## src/rtl/cnn_layer_accel_job_sequencer_if.sv

```systemverilog
// Host/quad/loader handshake bundle for the CNN layer job sequencer.
// master = sequencer side, slave = host, quad and loader side.
interface cnn_layer_accel_job_sequencer_if;
    logic         cmd_valid;
    logic         cmd_ready;
    logic [127:0] cmd_params;
    logic         job_start;
    logic         job_accept;
    logic [127:0] job_parameters;
    logic         job_fetch_request;
    logic         job_fetch_ack;
    logic         fetch_go;
    logic         fetch_done;
    logic         job_fetch_complete;
    logic         job_complete;
    logic         job_complete_ack;

    modport master (
        input  cmd_valid, cmd_params, job_accept, job_fetch_request, fetch_done, job_complete,
        output cmd_ready, job_start, job_parameters, job_fetch_ack, fetch_go,
               job_fetch_complete, job_complete_ack
    );

    modport slave (
        output cmd_valid, cmd_params, job_accept, job_fetch_request, fetch_done, job_complete,
        input  cmd_ready, job_start, job_parameters, job_fetch_ack, fetch_go,
               job_fetch_complete, job_complete_ack
    );
endinterface

```

## src/rtl/cnn_layer_accel_job_sequencer.sv

```systemverilog
// CNN layer job sequencer: takes one host descriptor at a time and walks the
// quad through start -> fetch request -> fetch -> completion handshakes.
// Every output is a register; next values are computed in one always_comb.
// Optional watchdog: define CNL_JOB_SEQ_TIMEOUT_EN to abort any non-IDLE
// state that lasts C_TIMEOUT_CYCLES cycles and raise a sticky timeout_err.
module cnn_layer_accel_job_sequencer #(
    parameter int unsigned C_TIMEOUT_CYCLES = 65535
) (
    input  logic                                  clk_if,
    input  logic                                  rst,
    cnn_layer_accel_job_sequencer_if.master       bus,
    output logic                                  busy,
    output logic [15:0]                           jobs_done_count,
    output logic                                  timeout_err
);

    typedef enum logic [2:0] {
        IDLE      = 3'd0,
        START     = 3'd1,
        WAIT_FREQ = 3'd2,
        FETCH     = 3'd3,
        WAIT_CMPL = 3'd4
    } state_t;

    // The watchdog compares against C_TIMEOUT_CYCLES-1, so zero is meaningless.
    if (C_TIMEOUT_CYCLES == 0) begin : g_bad_timeout
        $error("C_TIMEOUT_CYCLES must be at least 1");
    end

    state_t       state_q, state_n;
    logic [127:0] params_q, params_n;
    logic [15:0]  cnt_q, cnt_n;
    logic         rdy_q, rdy_n;
    logic         start_q, start_n;
    logic         fack_q, fack_n;
    logic         go_q, go_n;
    logic         fcmp_q, fcmp_n;
    logic         cack_q, cack_n;
    logic         busy_q;

`ifdef CNL_JOB_SEQ_TIMEOUT_EN
    logic [31:0]  wd_q, wd_n;
    logic         to_q, to_n;
`endif

    // Next state and next registered outputs; every input is only looked at
    // in the state that owns it, so stray pulses elsewhere fall on the floor.
    always_comb begin
        state_n  = state_q;
        params_n = params_q;
        cnt_n    = cnt_q;
        start_n  = 1'b0;
        fack_n   = 1'b0;
        go_n     = 1'b0;
        fcmp_n   = 1'b0;
        cack_n   = 1'b0;
`ifdef CNL_JOB_SEQ_TIMEOUT_EN
        to_n     = to_q;
`endif
        unique case (state_q)
            IDLE: begin
                if (bus.cmd_valid && rdy_q) begin
                    params_n = bus.cmd_params;
                    start_n  = 1'b1;
                    state_n  = START;
                end
            end
            START: begin
                if (bus.job_accept) state_n = WAIT_FREQ;
                else                start_n = 1'b1;
            end
            WAIT_FREQ: begin
                if (bus.job_fetch_request) begin
                    fack_n  = 1'b1;
                    go_n    = 1'b1;
                    state_n = FETCH;
                end
            end
            FETCH: begin
                if (bus.fetch_done) begin
                    fcmp_n  = 1'b1;
                    state_n = WAIT_CMPL;
                end
            end
            WAIT_CMPL: begin
                if (bus.job_complete) begin
                    cack_n  = 1'b1;
                    cnt_n   = cnt_q + 16'd1;
                    state_n = IDLE;
                end
            end
            default: state_n = IDLE;
        endcase
`ifdef CNL_JOB_SEQ_TIMEOUT_EN
        // Abort: back to IDLE with every handshake output dropped; the job
        // does not count as done.
        if (state_q != IDLE && wd_q == 32'(C_TIMEOUT_CYCLES - 1)) begin
            state_n = IDLE;
            start_n = 1'b0;
            fack_n  = 1'b0;
            go_n    = 1'b0;
            fcmp_n  = 1'b0;
            cack_n  = 1'b0;
            cnt_n   = cnt_q;
            to_n    = 1'b1;
        end
        wd_n = (state_n != state_q || state_q == IDLE) ? 32'd0 : wd_q + 32'd1;
`endif
        // The completion-ack cycle already sits in IDLE but does not offer
        // cmd_ready; the host sees ready on the very next cycle.
        rdy_n = (state_n == IDLE) && !cack_n;
    end

    // State and output registers with synchronous reset.
    always_ff @(posedge clk_if) begin
        if (rst) begin
            state_q  <= IDLE;
            params_q <= '0;
            cnt_q    <= '0;
            rdy_q    <= 1'b1;
            start_q  <= 1'b0;
            fack_q   <= 1'b0;
            go_q     <= 1'b0;
            fcmp_q   <= 1'b0;
            cack_q   <= 1'b0;
            busy_q   <= 1'b0;
        end else begin
            state_q  <= state_n;
            params_q <= params_n;
            cnt_q    <= cnt_n;
            rdy_q    <= rdy_n;
            start_q  <= start_n;
            fack_q   <= fack_n;
            go_q     <= go_n;
            fcmp_q   <= fcmp_n;
            cack_q   <= cack_n;
            busy_q   <= (state_n != IDLE);
        end
    end

`ifdef CNL_JOB_SEQ_TIMEOUT_EN
    // Watchdog counter and sticky error flag.
    always_ff @(posedge clk_if) begin
        if (rst) begin
            wd_q <= '0;
            to_q <= 1'b0;
        end else begin
            wd_q <= wd_n;
            to_q <= to_n;
        end
    end
    assign timeout_err = to_q;
`else
    assign timeout_err = 1'b0;
`endif

    // cmd_ready is held low for as long as rst is asserted; the register
    // itself resets to 1 so ready appears on the first cycle after reset.
    assign bus.cmd_ready          = rdy_q & ~rst;
    assign bus.job_start          = start_q;
    assign bus.job_parameters     = params_q;
    assign bus.job_fetch_ack      = fack_q;
    assign bus.fetch_go           = go_q;
    assign bus.job_fetch_complete = fcmp_q;
    assign bus.job_complete_ack   = cack_q;
    assign busy                   = busy_q;
    assign jobs_done_count        = cnt_q;

endmodule
```

## src/flat_wrapper.sv

```systemverilog
// flat-port wrapper written by rule: the top's interface ports become plain ports
module cnn_layer_accel_job_sequencer_flat 
#(
    parameter int unsigned C_TIMEOUT_CYCLES = 65535
)
  (clk_if, rst, busy, jobs_done_count, timeout_err, bus_cmd_valid, bus_cmd_params, bus_job_accept, bus_job_fetch_request, bus_fetch_done, bus_job_complete, bus_cmd_ready, bus_job_start, bus_job_parameters, bus_job_fetch_ack, bus_fetch_go, bus_job_fetch_complete, bus_job_complete_ack);
  cnn_layer_accel_job_sequencer_if bus_i ();
  input  logic clk_if;
  input  logic rst;
  output logic busy;
  output logic [15:0] jobs_done_count;
  output logic timeout_err;
  input wire logic [$bits(bus_i.cmd_valid)-1:0] bus_cmd_valid;
  input wire logic [$bits(bus_i.cmd_params)-1:0] bus_cmd_params;
  input wire logic [$bits(bus_i.job_accept)-1:0] bus_job_accept;
  input wire logic [$bits(bus_i.job_fetch_request)-1:0] bus_job_fetch_request;
  input wire logic [$bits(bus_i.fetch_done)-1:0] bus_fetch_done;
  input wire logic [$bits(bus_i.job_complete)-1:0] bus_job_complete;
  output wire logic [$bits(bus_i.cmd_ready)-1:0] bus_cmd_ready;
  output wire logic [$bits(bus_i.job_start)-1:0] bus_job_start;
  output wire logic [$bits(bus_i.job_parameters)-1:0] bus_job_parameters;
  output wire logic [$bits(bus_i.job_fetch_ack)-1:0] bus_job_fetch_ack;
  output wire logic [$bits(bus_i.fetch_go)-1:0] bus_fetch_go;
  output wire logic [$bits(bus_i.job_fetch_complete)-1:0] bus_job_fetch_complete;
  output wire logic [$bits(bus_i.job_complete_ack)-1:0] bus_job_complete_ack;
  assign bus_i.cmd_valid = bus_cmd_valid;
  assign bus_i.cmd_params = bus_cmd_params;
  assign bus_i.job_accept = bus_job_accept;
  assign bus_i.job_fetch_request = bus_job_fetch_request;
  assign bus_i.fetch_done = bus_fetch_done;
  assign bus_i.job_complete = bus_job_complete;
  assign bus_cmd_ready = bus_i.cmd_ready;
  assign bus_job_start = bus_i.job_start;
  assign bus_job_parameters = bus_i.job_parameters;
  assign bus_job_fetch_ack = bus_i.job_fetch_ack;
  assign bus_fetch_go = bus_i.fetch_go;
  assign bus_job_fetch_complete = bus_i.job_fetch_complete;
  assign bus_job_complete_ack = bus_i.job_complete_ack;
  cnn_layer_accel_job_sequencer #(.C_TIMEOUT_CYCLES(C_TIMEOUT_CYCLES)) u_core (.clk_if(clk_if), .rst(rst), .bus(bus_i), .busy(busy), .jobs_done_count(jobs_done_count), .timeout_err(timeout_err));
endmodule
```

## config.mk

```make
export PLATFORM = sky130hd
export DESIGN_NAME = cnn_layer_accel_job_sequencer_flat
export DESIGN_NICKNAME = d
export VERILOG_FILES = /design/src/rtl/cnn_layer_accel_job_sequencer_if.sv /design/src/rtl/cnn_layer_accel_job_sequencer.sv /design/src/flat_wrapper.sv
export SDC_FILE = /design/constraint.sdc
export NUM_CORES = 1
export LEC_CHECK = 0
export ABC_AREA = 1
export CORE_ASPECT_RATIO = 1.4
export CORE_MARGIN = 10
export CORE_UTILIZATION = 28
export DETAILED_ROUTE_END_ITERATION = 6
export DONT_BUFFER_PORTS = 1
export PLACE_DENSITY = 0.41
export RECOVER_POWER = 50
export SLEW_MARGIN = 10
export SYNTH_ARGS = -nofsm -noshare
export SYNTH_HDL_FRONTEND = slang
export SYNTH_SLANG_ARGS = --single-unit
```

## constraint.sdc

```tcl
create_clock -name clk_if -period 2.7 [get_ports clk_if]
set_input_delay 0.405 -clock clk_if [delete_from_list [all_inputs] [get_ports clk_if]]
set_output_delay 0.405 -clock clk_if [all_outputs]
set_load 0.1 [all_outputs]
```

==> out/qor.txt <==
Status -> completed
RSZ-0062 raised after global routing -> false
Max_cap viols -> 0
First-pass iteration count of the detailed router -> 4
H-Tree Depth -> 4
Area of the mapped netlist -> 5655 um^2
Reg2Reg Depth -> 7
Slew margin rel. -> 0.1337
Number of vias per cell -> 4.626
Setup CP Type -> flop to output port
Pre-CTS setup slack -> 0.9866 ns
Critical-path cell list -> clkbuf_1
Largest delay contributor family on the critical path -> buffers and inverters
Hold WC Path Type -> input port to flop
Number of gates resized after cts -> 0
Core area -> 19840 um^2
Combinational power share -> 0.124
Clock power share -> 0.312
Area Overhead vs Synth -> 15.09%
Post-synthesis area per instance -> 7.801 um^2
FF+latch area -> 3064 um^2
Initial antenna violation count -> 3
Top Ports -> 287
Max IR drop VDD -> 0.4189 mV
Synth cell types -> 26
Reg-to-Reg End -> u_core.jobs_done_count[15]
First-pass GRT wire length -> 27330 um
Area of the multi-input gates -> 2145 um^2
Initial Util -> 0.2850
Cells after Synth -> 725
R2R Setup Slk -> 0.65 ns
Max Slew Vio Count -> 0
Fin cells -> 1001
Detail Route Antenna Nets -> 0
Post-Place Cells -> 967
CP endpoint -> jobs_done_count[0]
Internal power -> 4.488 mW
Clk_lat worst skew -> 0.41 ns
Final period util -> 0.7816
Remaining DRCs -> 0
Drt wl/cell -> 17.94 um
Power, Total -> 8.410 mW
Pwr dens -> 1292 nW/um^2
# clock sinks -> 153
Total GRT Usage -> 0.1314
Worst r2r src -> u_core.jobs_done_count[14]
GR Overflow Total -> 0
PortBufs -> 0
TNS Setup -> 0 ns
Critical Path RT -> 2.30 ns
Routability cong. -> 0.8080
Row cnt -> 61
Commonest non-fill, non-tap cell in the layout -> nor2_1
Final core occ -> 0.3280
Slowest cell delay on critical path -> 0.93 ns
Sw Pwr -> 3.922 mW
CTS max path bufs -> 2
Finish-stage setup viols -> 0
Switching portion of total power -> 0.4663
Sequential element share of the synthesized area -> 0.5416
FMAX -> 473.9 MHz
Final hold vios -> 0
Die Ht -> 188.2 um
Total wire length -> 17960 um
FF+latch count, synth -> 153
Most frequent cells in the layout -> nor2_1 (288), dfxtp_1 (152), o21ai_0 (135), nand2_1 (29), inv_1 (28)
Total CTS buffers -> 17
Worst setup margin -> 0.5897 ns
Vias -> 4631
Crit path max-delay cell type -> clkbuf_1
Crit start category -> flop
Post-CTS setup buffers -> 0
Syn Nets -> 861
Fillers -> 2134
Root Buffer -> clkbuf_16
Vias in the first global route -> 4546
Slew @ Worst Pin -> 1.299 ns
Largest net degree at the start of global routing -> 129
CP Capture Type -> output port
Hold_buf cts -> 0
Buffers & Inverters on Critical Path -> 1
Final nets -> 870
Crit path max fanout -> 3
Critical path depth in cells -> 1
Die ar. -> 26360 um^2
Die Wd -> 140.1 um
Reg power frac -> 0.563
Layout cell share with drive strength beyond 1 -> 0.07239
CTS tree -> done
Final Critical Period -> 2.110 ns
Synth Warn # -> 0
1st-iter DRT viols -> 215
Dpl hpwl -> 13450 um
Pleak -> 2.596 nW
Final worst clock skew -> 0.01410 ns
Worst Setup SP -> u_core.jobs_done_count[0]
Clk slew on worst S/H paths -> 0.07 ns
CP arrival -> 1.71 ns
[logic make-up (layout without fill, tap and decap cells)]
group,count (synthesis),in the layout,synth area share
AND/OR/NAND/NOR,347,347,0.2500
XOR/XNOR,2,2,0.003098
buffers and inverters,77,98,0.07389
flip-flops,153,153,0.5416
other,1,4,0.0006631
AO/OA/AOI/OAI,144,144,0.1285
adder cells (fa/ha/maj),1,1,0.002212
[worst reg2reg max path, cell delays in order (launching register included)]
cell and delay (ns):
dfxtp_1 0.31, clkbuf_1 0.92, inv_1 0.20, nor3_1 0.24
nand2_1 0.09, nand2_1 0.07, nand2_1 0.05, nor2_1 0.11
[cell type report]
class                   count  area share
clock buffers              19     0.06651
clock inverters            12     0.03287
inverters                  31     0.01826
diodes                      3    0.001153
well taps                 252     0.04844
flip-flops and latches    153      0.4708
repair buffers             36     0.03249
multi-input cells         495      0.3295
[state kept, by name, summed over array words and instances (netlist names)]
signal	flops
u_core.bus.job_complete_ack	1
u_core.bus.job_fetch_ack	1
u_core.bus.job_fetch_complete	1
u_core.bus.job_parameters	128
u_core.bus.job_start	1
u_core.busy	1
u_core.jobs_done_count	16
u_core.rdy_q	1
u_core.state_q	3
[synthesized netlist by cell type]
master    count  area share
nand2_1      28       0.019
nand3_4       1      0.0031
clkbuf_2     11      0.0097
buf_4         4      0.0053
xor2_1        2      0.0031
nand3_1      10      0.0088
a21oi_1       6      0.0053
nor2_1      285        0.19
nand3b_1      1      0.0013
ha_1          1      0.0022
inv_1        28       0.019
nor2_2        1      0.0011
dfxtp_1     153        0.54
inv_2         3      0.0020
nand4_1       8      0.0088
clkbuf_1     16       0.011
conb_1        1     0.00066
o21ai_0     135        0.12
nor2_4        4      0.0080
a31oi_1       1      0.0011
buf_2         2      0.0018
o21a_1        2      0.0027
buf_6        13       0.026
nand4_4       1      0.0038
nor3_1        7      0.0062
nand2_2       1      0.0011
[through the flow]
step                      hold WS, ns  cell area [um^2]
final                         0.05329              6509
after global routing          0.02216              6504
after CTS                     0.02684              6606
after detailed placement       0.4784              5959
after global placement         0.4731              5959
after floorplan                0.4843              5655
[power groups by stage]
stage,logic [mW],registers (mW),clock network [mW]
6_report,1.05,4.74,2.63
5_1_grt,1.18,4.78,2.80
4_1_cts,1.10,4.76,2.72
3_5_place_dp,1.10,4.80,0
3_3_place_gp,1.06,4.80,0
2_1_floorplan,0.710,4.95,0
[worst min-delay path by stage]
| stage | cells after the start | end | start |
|---|---|---|---|
| 2_1_floorplan | 1 | u_core.jobs_done_count[4] | rst |
| 3_3_place_gp | 2 | u_core.bus.job_parameters[109] | u_core.bus.job_parameters[109] |
| 3_5_place_dp | 1 | u_core.bus.job_fetch_ack | rst |
| 4_1_cts | 1 | u_core.bus.job_fetch_ack | rst |
| 5_1_grt | 1 | u_core.bus.job_fetch_ack | rst |
| 6_report | 1 | u_core.bus.job_fetch_ack | rst |
[per-layer routing]
layer  vias up  share of wire  global-route usage
li1       2327              -                   -
met1      2112           0.35              0.1257
met4         0          0.013             0.04498
met2       180           0.53              0.2350
met3        12           0.11             0.06802
met5         -              0                   0
Note: power is estimated with default switching activity, not from simulation.
